### config.mk
export PLATFORM = sky130hd
export DESIGN_NAME = pipeline_sequencer
export DESIGN_NICKNAME = d
export VERILOG_FILES = /design/src/rtl/pipeline_sequencer.sv
export SDC_FILE = /design/constraint.sdc
export NUM_CORES = 1
export LEC_CHECK = 0
export BUFFER_PORTS_ARGS = -buffer_cell sky130_fd_sc_hd__clkbuf_2
export CORE_UTILIZATION = 50
export CTS_CLUSTER_SIZE = 14
export DETAILED_ROUTE_END_ITERATION = 16
export PLACE_DENSITY = 0.85
export SLEW_MARGIN = 20
export SYNTH_ARGS = -nofsm -noshare
export SYNTH_HDL_FRONTEND = slang
export SYNTH_SLANG_ARGS = --single-unit
### constraint.sdc
create_clock -name i_clock -period 2.03 [get_ports i_clock]
set_input_delay 0.3045 -clock i_clock [delete_from_list [all_inputs] [get_ports i_clock]]
set_output_delay 0.3045 -clock i_clock [all_outputs]
set_load 0.02 [all_outputs]
### src/rtl/pipeline_sequencer.sv
// Central sequencer for the 5-stage pipeline: global enable, debug run/step/halt,
// load-use stall, taken-branch flush, HALT drain and executed-cycle counting.
module pipeline_sequencer #(
    parameter int NB_REG       = 5,
    parameter int DRAIN_CYCLES = 3,
    parameter int NB_CYC_CNT   = 32
) (
    input  logic                  i_clock,
    input  logic                  i_reset,
    input  logic                  i_dbg_run,
    input  logic                  i_dbg_step,
    input  logic [NB_REG-1:0]     i_id_rs,
    input  logic [NB_REG-1:0]     i_id_rt,
    input  logic                  i_id_halt,
    input  logic [NB_REG-1:0]     i_ex_rt,
    input  logic                  i_ex_mem_read,
    input  logic                  i_ex_branch_taken,
    output logic                  o_pipe_en,
    output logic                  o_pc_write,
    output logic                  o_if_id_write,
    output logic                  o_id_bubble,
    output logic                  o_if_id_flush,
    output logic                  o_halted,
    output logic [NB_CYC_CNT-1:0] o_cycle_count
);

    // state   | meaning
    // IDLE    | pipeline frozen, waiting for run or step
    // RUN     | free-running execution with hazard handling
    // STEP    | single enabled cycle, then back to IDLE
    // DRAIN   | HALT seen; older instructions retiring, front end stalled
    // HALTED  | pipeline empty and frozen until reset
    typedef enum logic [2:0] {
        ST_IDLE,
        ST_RUN,
        ST_STEP,
        ST_DRAIN,
        ST_HALTED
    } state_t;

    localparam int NB_DRAIN = (DRAIN_CYCLES > 2) ? $clog2(DRAIN_CYCLES) : 1;
    localparam logic [NB_DRAIN-1:0] DRAIN_LOAD = NB_DRAIN'(DRAIN_CYCLES - 1);

    state_t              state;
    state_t              state_next;
    logic [NB_DRAIN-1:0] drain_cnt;
    logic                active;
    logic                load_use;
    logic                halt_det;

    assign active   = (state == ST_RUN) || (state == ST_STEP);
    assign load_use = i_ex_mem_read && (i_ex_rt != '0) &&
                      ((i_ex_rt == i_id_rs) || (i_ex_rt == i_id_rt));
    // A taken branch makes everything in IF/ID wrong-path, so it masks the lower-priority hazards.
    assign halt_det = active && !i_ex_branch_taken && !load_use && i_id_halt;

    always_ff @(posedge i_clock or negedge i_reset) begin
        if (!i_reset) begin
            state         <= ST_IDLE;
            drain_cnt     <= '0;
            o_halted      <= 1'b0;
            o_cycle_count <= '0;
        end else begin
            state <= state_next;
            if (halt_det)
                drain_cnt <= DRAIN_LOAD;
            else if ((state == ST_DRAIN) && (drain_cnt != '0))
                drain_cnt <= drain_cnt - 1'b1;
            if (state_next == ST_HALTED)
                o_halted <= 1'b1;
            if (o_pipe_en && (o_cycle_count != '1))
                o_cycle_count <= o_cycle_count + 1'b1;
        end
    end

    always_comb begin
        state_next = state;
        case (state)
            ST_IDLE: begin
                if (i_dbg_run)
                    state_next = ST_RUN;
                else if (i_dbg_step)
                    state_next = ST_STEP;
            end
            ST_RUN: begin
                if (halt_det)
                    state_next = ST_DRAIN;
                else if (!i_dbg_run)
                    state_next = ST_IDLE;
            end
            ST_STEP:   state_next = halt_det ? ST_DRAIN : ST_IDLE;
            ST_DRAIN:  if (drain_cnt == '0) state_next = ST_HALTED;
            ST_HALTED: state_next = ST_HALTED;
            default:   state_next = ST_IDLE;
        endcase
    end

    always_comb begin
        o_pipe_en     = 1'b0;
        o_pc_write    = 1'b0;
        o_if_id_write = 1'b0;
        o_id_bubble   = 1'b0;
        o_if_id_flush = 1'b0;
        if (active) begin
            o_pipe_en = 1'b1;
            if (i_ex_branch_taken) begin
                o_pc_write    = 1'b1;
                o_if_id_write = 1'b1;
                o_id_bubble   = 1'b1;
                o_if_id_flush = 1'b1;
            end else if (load_use || i_id_halt) begin
                o_id_bubble = 1'b1;
            end else begin
                o_pc_write    = 1'b1;
                o_if_id_write = 1'b1;
            end
        end else if (state == ST_DRAIN) begin
            o_pipe_en   = 1'b1;
            o_id_bubble = 1'b1;
        end
    end

endmodule

==> metrics, run 1 <==
largest net degree at the start of global routing=39; most used flip-flop cell after synthesis=dfrtp_1; count leader, synth=dfrtp_1; Worst setup SP type=flip-flop; synthesis warning total=0; Vias/cell=between 5 and 6; slew margin rel.=0.698; Leak Pwr=between 0.001 and 0.0015 µW; Routed WL=4170 µm; Slowest cell on crit path=or4_1; first-pass GRT wire length=around 6900 µm; vias in the first global route=about 1600; post-synth cell types=38; die area=~4300 µm²; DRT iter0 DRCs=between 90 and 100; Tmin final=1900 ps; Final Skew=2.18 ps; Clock Latency Late Sink=just under 300 ps; IO buf count=between 50 and 60; Num CTS Buffers=5; H-tree level count=2; post-synthesis cell count=roughly 190; crit end category=flip-flop; Core Util, Final=0.667; top cells by area, synth=dfrtp_1, xnor2_1, nand3_1; setup TNS=0 ps; core area=3740 µm²; clk sinks=38; clock root buffer=clkbuf_8; ant diodes=0; number of routed nets with antenna violations=0; Clock transition at path regs=roughly 70 ps; post-CTS resize count=0; run status=finished clean; PD cells=around 1000 nW/µm²; post-synthesis sequential area ratio=0.475; FF+latch count, synth=38; crit-path max FO=7; die width=about 65 µm; Initial Utilization=0.535; Max Slew Vio Count=0; worst hold path class=in -> async; Top Ports=60; synthesized area per cell=approximately 10 µm²; vias=~1700; Die Y-Extent=between 60 and 70 µm; Wirelength per Cell=between 10 and 15 µm; area leader, netlist=dfrtp_1; CTS tree=yes; highest clock rate=527 MHz; total gr overflow=0; final net count=approximately 290; Post-synth top cells=dfrtp_1, xnor2_1, nand3_1, nor2_1, nand2_1; Max Buffers Root-to-Sink=2; crit path cell chain=nand4_2, or4_1, o2111a_2, nand3_1, xnor2_1; worst slew pin tran=453 ps; FFs w/ async S/R, synth=1.00; Final setup viols=0; # hold bufs at CTS=0; Pwr Total=roughly 2500 µW; post-route clock period utilization=0.935; Max VDD drop=0.644 mV; share of the synthesized area in the top cell type=0.475; max incr delay on CP=570 ps; first-pass detailed-route iteration total=4; area grow syn2layout=24.7%; hold_ws=48.1 ps; Post-synth EDFFs=0; cell area after synthesis=2000 µm²; Residual DRC=0; max cap viols=0; GP Congestion=0.813; syn_nets=between 200 and 250; worst endpoint required time=~2200 ps; share of cells above drive strength 1=0.321; Worst Path Class, Setup=reg -> reg; crit path DAT=between 2000 and 2500 ps; GRT Util Overall=0.212; Final HPWL DP=about 3200 µm; RSZ-0062 raised after global routing=false; initial antenna violation count=0; Fin. Hold Viols=0; row count=22; Post-CTS Setup Inserts=0
cell families (layout without fill, tap and decap cells):
kind of cell	after synthesis	in the layout	synth area share
adders and majority gates	2	2	0.0125
AOI/OAI and AO/OA	14	14	0.0694
muxes	2	2	0.0106
buffers and inverters	8	78	0.0175
and+or+nand+nor	86	86	0.231
xor gates and xnor gates	42	42	0.184
DFF	38	38	0.475
state kept, by name (all words and copies together), names as in the netlist:
register,cells
o_halted,1
drain_cnt,2
o_cycle_count,32
state,3
worst max-delay path, delay by kind of cell (launching register included):
family	cells	cell delay, ps
flops	1	460
compound gates	1	340
simple gates	3	880
xor+xnor	1	130
worst paths after layout:
path                                    from           endpoint  slack [ps]  cells past startpoint
setup / recovery           o_cycle_count[26]  o_cycle_count[27]         130                      5
hold / removal                       i_reset   o_cycle_count[6]          50                      2
setup reg to reg           o_cycle_count[26]  o_cycle_count[27]         130                      5
hold reg to reg                     o_halted           o_halted         470                      1
max in group asynchronous            i_reset  o_cycle_count[30]        1670                      2
min in group i_clock           i_ex_mem_read       drain_cnt[0]         340                      3
power breakdown:
group	switching, µW	internal [µW]
combinational	557	352
sequential	135	875
clock	252	343
per-stage QoR:
step / instance area [µm²] / setup WS (ps) / std cells
2_1_floorplan: 2000 / 180 / 192
3_3_place_gp: 2390 / 204 / 302
3_5_place_dp: 2390 / 145 / 302
4_1_cts: 2500 / 123 / 310
5_1_grt: 2500 / 39.5 / 310
6_report: 2500 / 133 / 310
layout make-up:
cell class / instances / area, µm²
clock buffers: 8 / 110
fillers: 311 / 1250
inverters: 5 / 18.8
multi-input cells: 146 / 1020
flip-flops and latches: 38 / 951
well taps: 48 / 60.1
repair buffers: 65 / 340
per-layer routing:
metal	up-vias	wire length, µm	share of wire	track usage
met3	8	189	0.045	0.0590
met2	40	1990	0.48	0.341
met1	806	1900	0.45	0.264
met4	0	95	0.023	0.0924
li1	810	-	-	-
met5	-	0	0	0
layout by cell type (no fill, tap or decap), types with 5 or more instances in the layout:
cell,count
clkbuf_8,8
buf_4,6
xnor2_1,30
nor3_1,8
dfrtp_1,38
clkbuf_2,59
nor2_1,16
nand3_1,22
nand2_1,14
xor2_1,12
nand4_1,6
inv_1,5
and3_1,5
(Power assumes the default switching activity.)
==> inputs of run 2 (changes only) <==
Settings changed: GPL_TIMING_DRIVEN set to 0.
==> metrics, run 2 (same netlist as run 1, synthesis figures left out) <==
die area=4260 µm² (unchanged); Fin. Hold Viols=0 (unchanged); Routed WL=4410 µm (+5.9%); Die Y-Extent=65.3 µm (unchanged); met3 GRT Util=0.0590 (unchanged); setup TNS=0 ps (unchanged); core area=3740 µm² (unchanged); Leak Pwr=0.00126 µW (-0.24%); Clock transition at path regs=70 ps (about the same); slew margin rel.=0.389 (-0.309); commonest non-fill, non-tap cell in the layout=clkbuf_2; first-pass detailed-route iteration total=4 (unchanged); Critical Path Stages=6 (+1); Vias/cell=5.48 (+2.1%); Finished Cell Area=2490 µm² (-0.40%); final net count=286 (+0.35%); reg2reg setup slack=130 ps (about the same); Placed Area=2360 µm² (-1.2%); Post-Place Setup Slack=50.3 ps (-94.4 ps); Largest register FFs=32 (unchanged); H-tree level count=2 (unchanged); CP delay by family, top=flip-flops; initial antenna violation count=0 (unchanged); Residual DRC=0 (unchanged); area grow syn2layout=24.2%; total gr overflow=0 (unchanged); crit path DAT=1670 ps (-440 ps); Pwr Total=2490 µW (-1.1%); Clock Latency Late Sink=300 ps (about the same); Max Buffers Root-to-Sink=2 (unchanged); # hold bufs at CTS=0 (unchanged); vias in the first global route=1526 (-2.1%); die width=65.3 µm (unchanged); highest clock rate=507 MHz (-3.7%); clock root buffer=clkbuf_8; max cap viols=0 (unchanged); GR Util met2=0.352 (+0.0103); met1 Use GR=0.274 (+0.0100); Wirelength per Cell=14.2 µm (+5.5%); worst endpoint required time=1730 ps (-510 ps); worst slew pin tran=917 ps (+464 ps); first-pass GRT wire length=7000 µm (+1.5%); reg2reg path depth=7 (+2); run status=finished clean; PD cells=1000 nW/µm² (-0.66%); worst hold path class=in -> async; Final Skew=3.67 ps (+1.48 ps); Max VDD drop=0.600 mV (-6.7%); crit-path max FO=4 (-3); Worst setup SP type=flip-flop; Biggest register=o_cycle_count; setup ws final=59.4 ps (-73.1 ps); crit end category=output pin; number of routed nets with antenna violations=0 (unchanged); Final setup viols=0 (unchanged); Final HPWL DP=3200 µm (+0.39%); biggest regs=o_cycle_count: 32 flops, state: 3 flops, drain_cnt: 2 flops; GRT Util Overall=0.221 (+0.00900); GR peak layer=met2; Tmin final=1970 ps (+73.1 ps); ant diodes=0 (unchanged); Max Slew Vio Count=0 (unchanged); Top Ports=60 (unchanged); share of cells above drive strength 1=0.323 (+0.00258); row count=22 (unchanged); DRT iter0 DRCs=151 (+61%); most frequent cells in the layout=clkbuf_2, dfrtp_1, xnor2_1; IO buf count=59 (unchanged); clk sinks=38 (unchanged); Slowest cell on crit path=dfrtp_1; max incr delay on CP=420 ps (-150 ps); Num CTS Buffers=5 (unchanged); GP Congestion=0.805 (-1.0%); Worst Path Class, Setup=reg -> out; CTS tree=yes; CP Buf/Inv Count=2 (+2); Initial Utilization=0.535 (unchanged); hold_ws=133 ps (+84.6 ps); RSZ-0062 raised after global routing=true; vias=1705 (+2.5%); crit path cell chain=xnor2_1, nor2_1, and2_1, a21o_1, buf_4, clkbuf_2; post-route clock period utilization=0.971 (+0.0360); largest net degree at the start of global routing=39 (unchanged)
## run 2: worst register-to-register path, stage by stage, from the launching register on
cell	delay, ps
dfrtp_1	430
and3_1	230
and4_1	210
buf_2	170
a311oi_4	320
buf_4	200
nand3_1	90
xnor2_1	140
## run 2: routing by layer
layer	vias to the layer above	wire length, µm
met1	832	1950
met4	0	114
met3	9	183
met2	51	2170
li1	813	-
met5	-	0
## run 2: path summary, 6_finish.rpt
kind | from | to
max in group asynchronous | i_reset | o_cycle_count[20]
hold / removal | i_reset | o_cycle_count[11]
min in group i_clock | i_ex_mem_read | drain_cnt[0]
setup reg to reg | o_cycle_count[13] | o_cycle_count[10]
setup / recovery | state[1] | o_pc_write
hold reg to reg | o_halted | o_halted
## run 2: timing repair
| item | 4_1_cts | 5_1_grt |
|---|---|---|
| buffers inserted | 0 | 4 |
| gates resized for setup | 0 | 3 |
| endpoints found under the setup margin | 0 | 18 |
## run 2: through the flow
| stage | util | cells |
|---|---|---|
| final | 0.664 | 311 |
| after detailed placement | 0.630 | 299 |
| after global routing | 0.664 | 311 |
| after floorplan | - | 192 |
| after CTS | 0.654 | 307 |
| after global placement | 0.630 | 299 |
## run 2: cell type report
| type | count | area [µm²] |
|---|---|---|
| plain buffers | 3 | 17.5 |
| well taps | 48 | 60.1 |
| multi-input cells | 146 | 1020 |
| flip-flops and latches | 38 | 951 |
| clock buffers | 7 | 86.3 |
| inverters | 5 | 18.8 |
| clock inverters | 1 | 5.00 |
| fillers | 314 | 1260 |
| repair buffers | 63 | 325 |
## run 2: power breakdown
part / internal (µW) / switching, µW / total, µW
sequential: 874 / 126 / 1000
combinational: 374 / 570 / 944
clock: 274 / 269 / 543
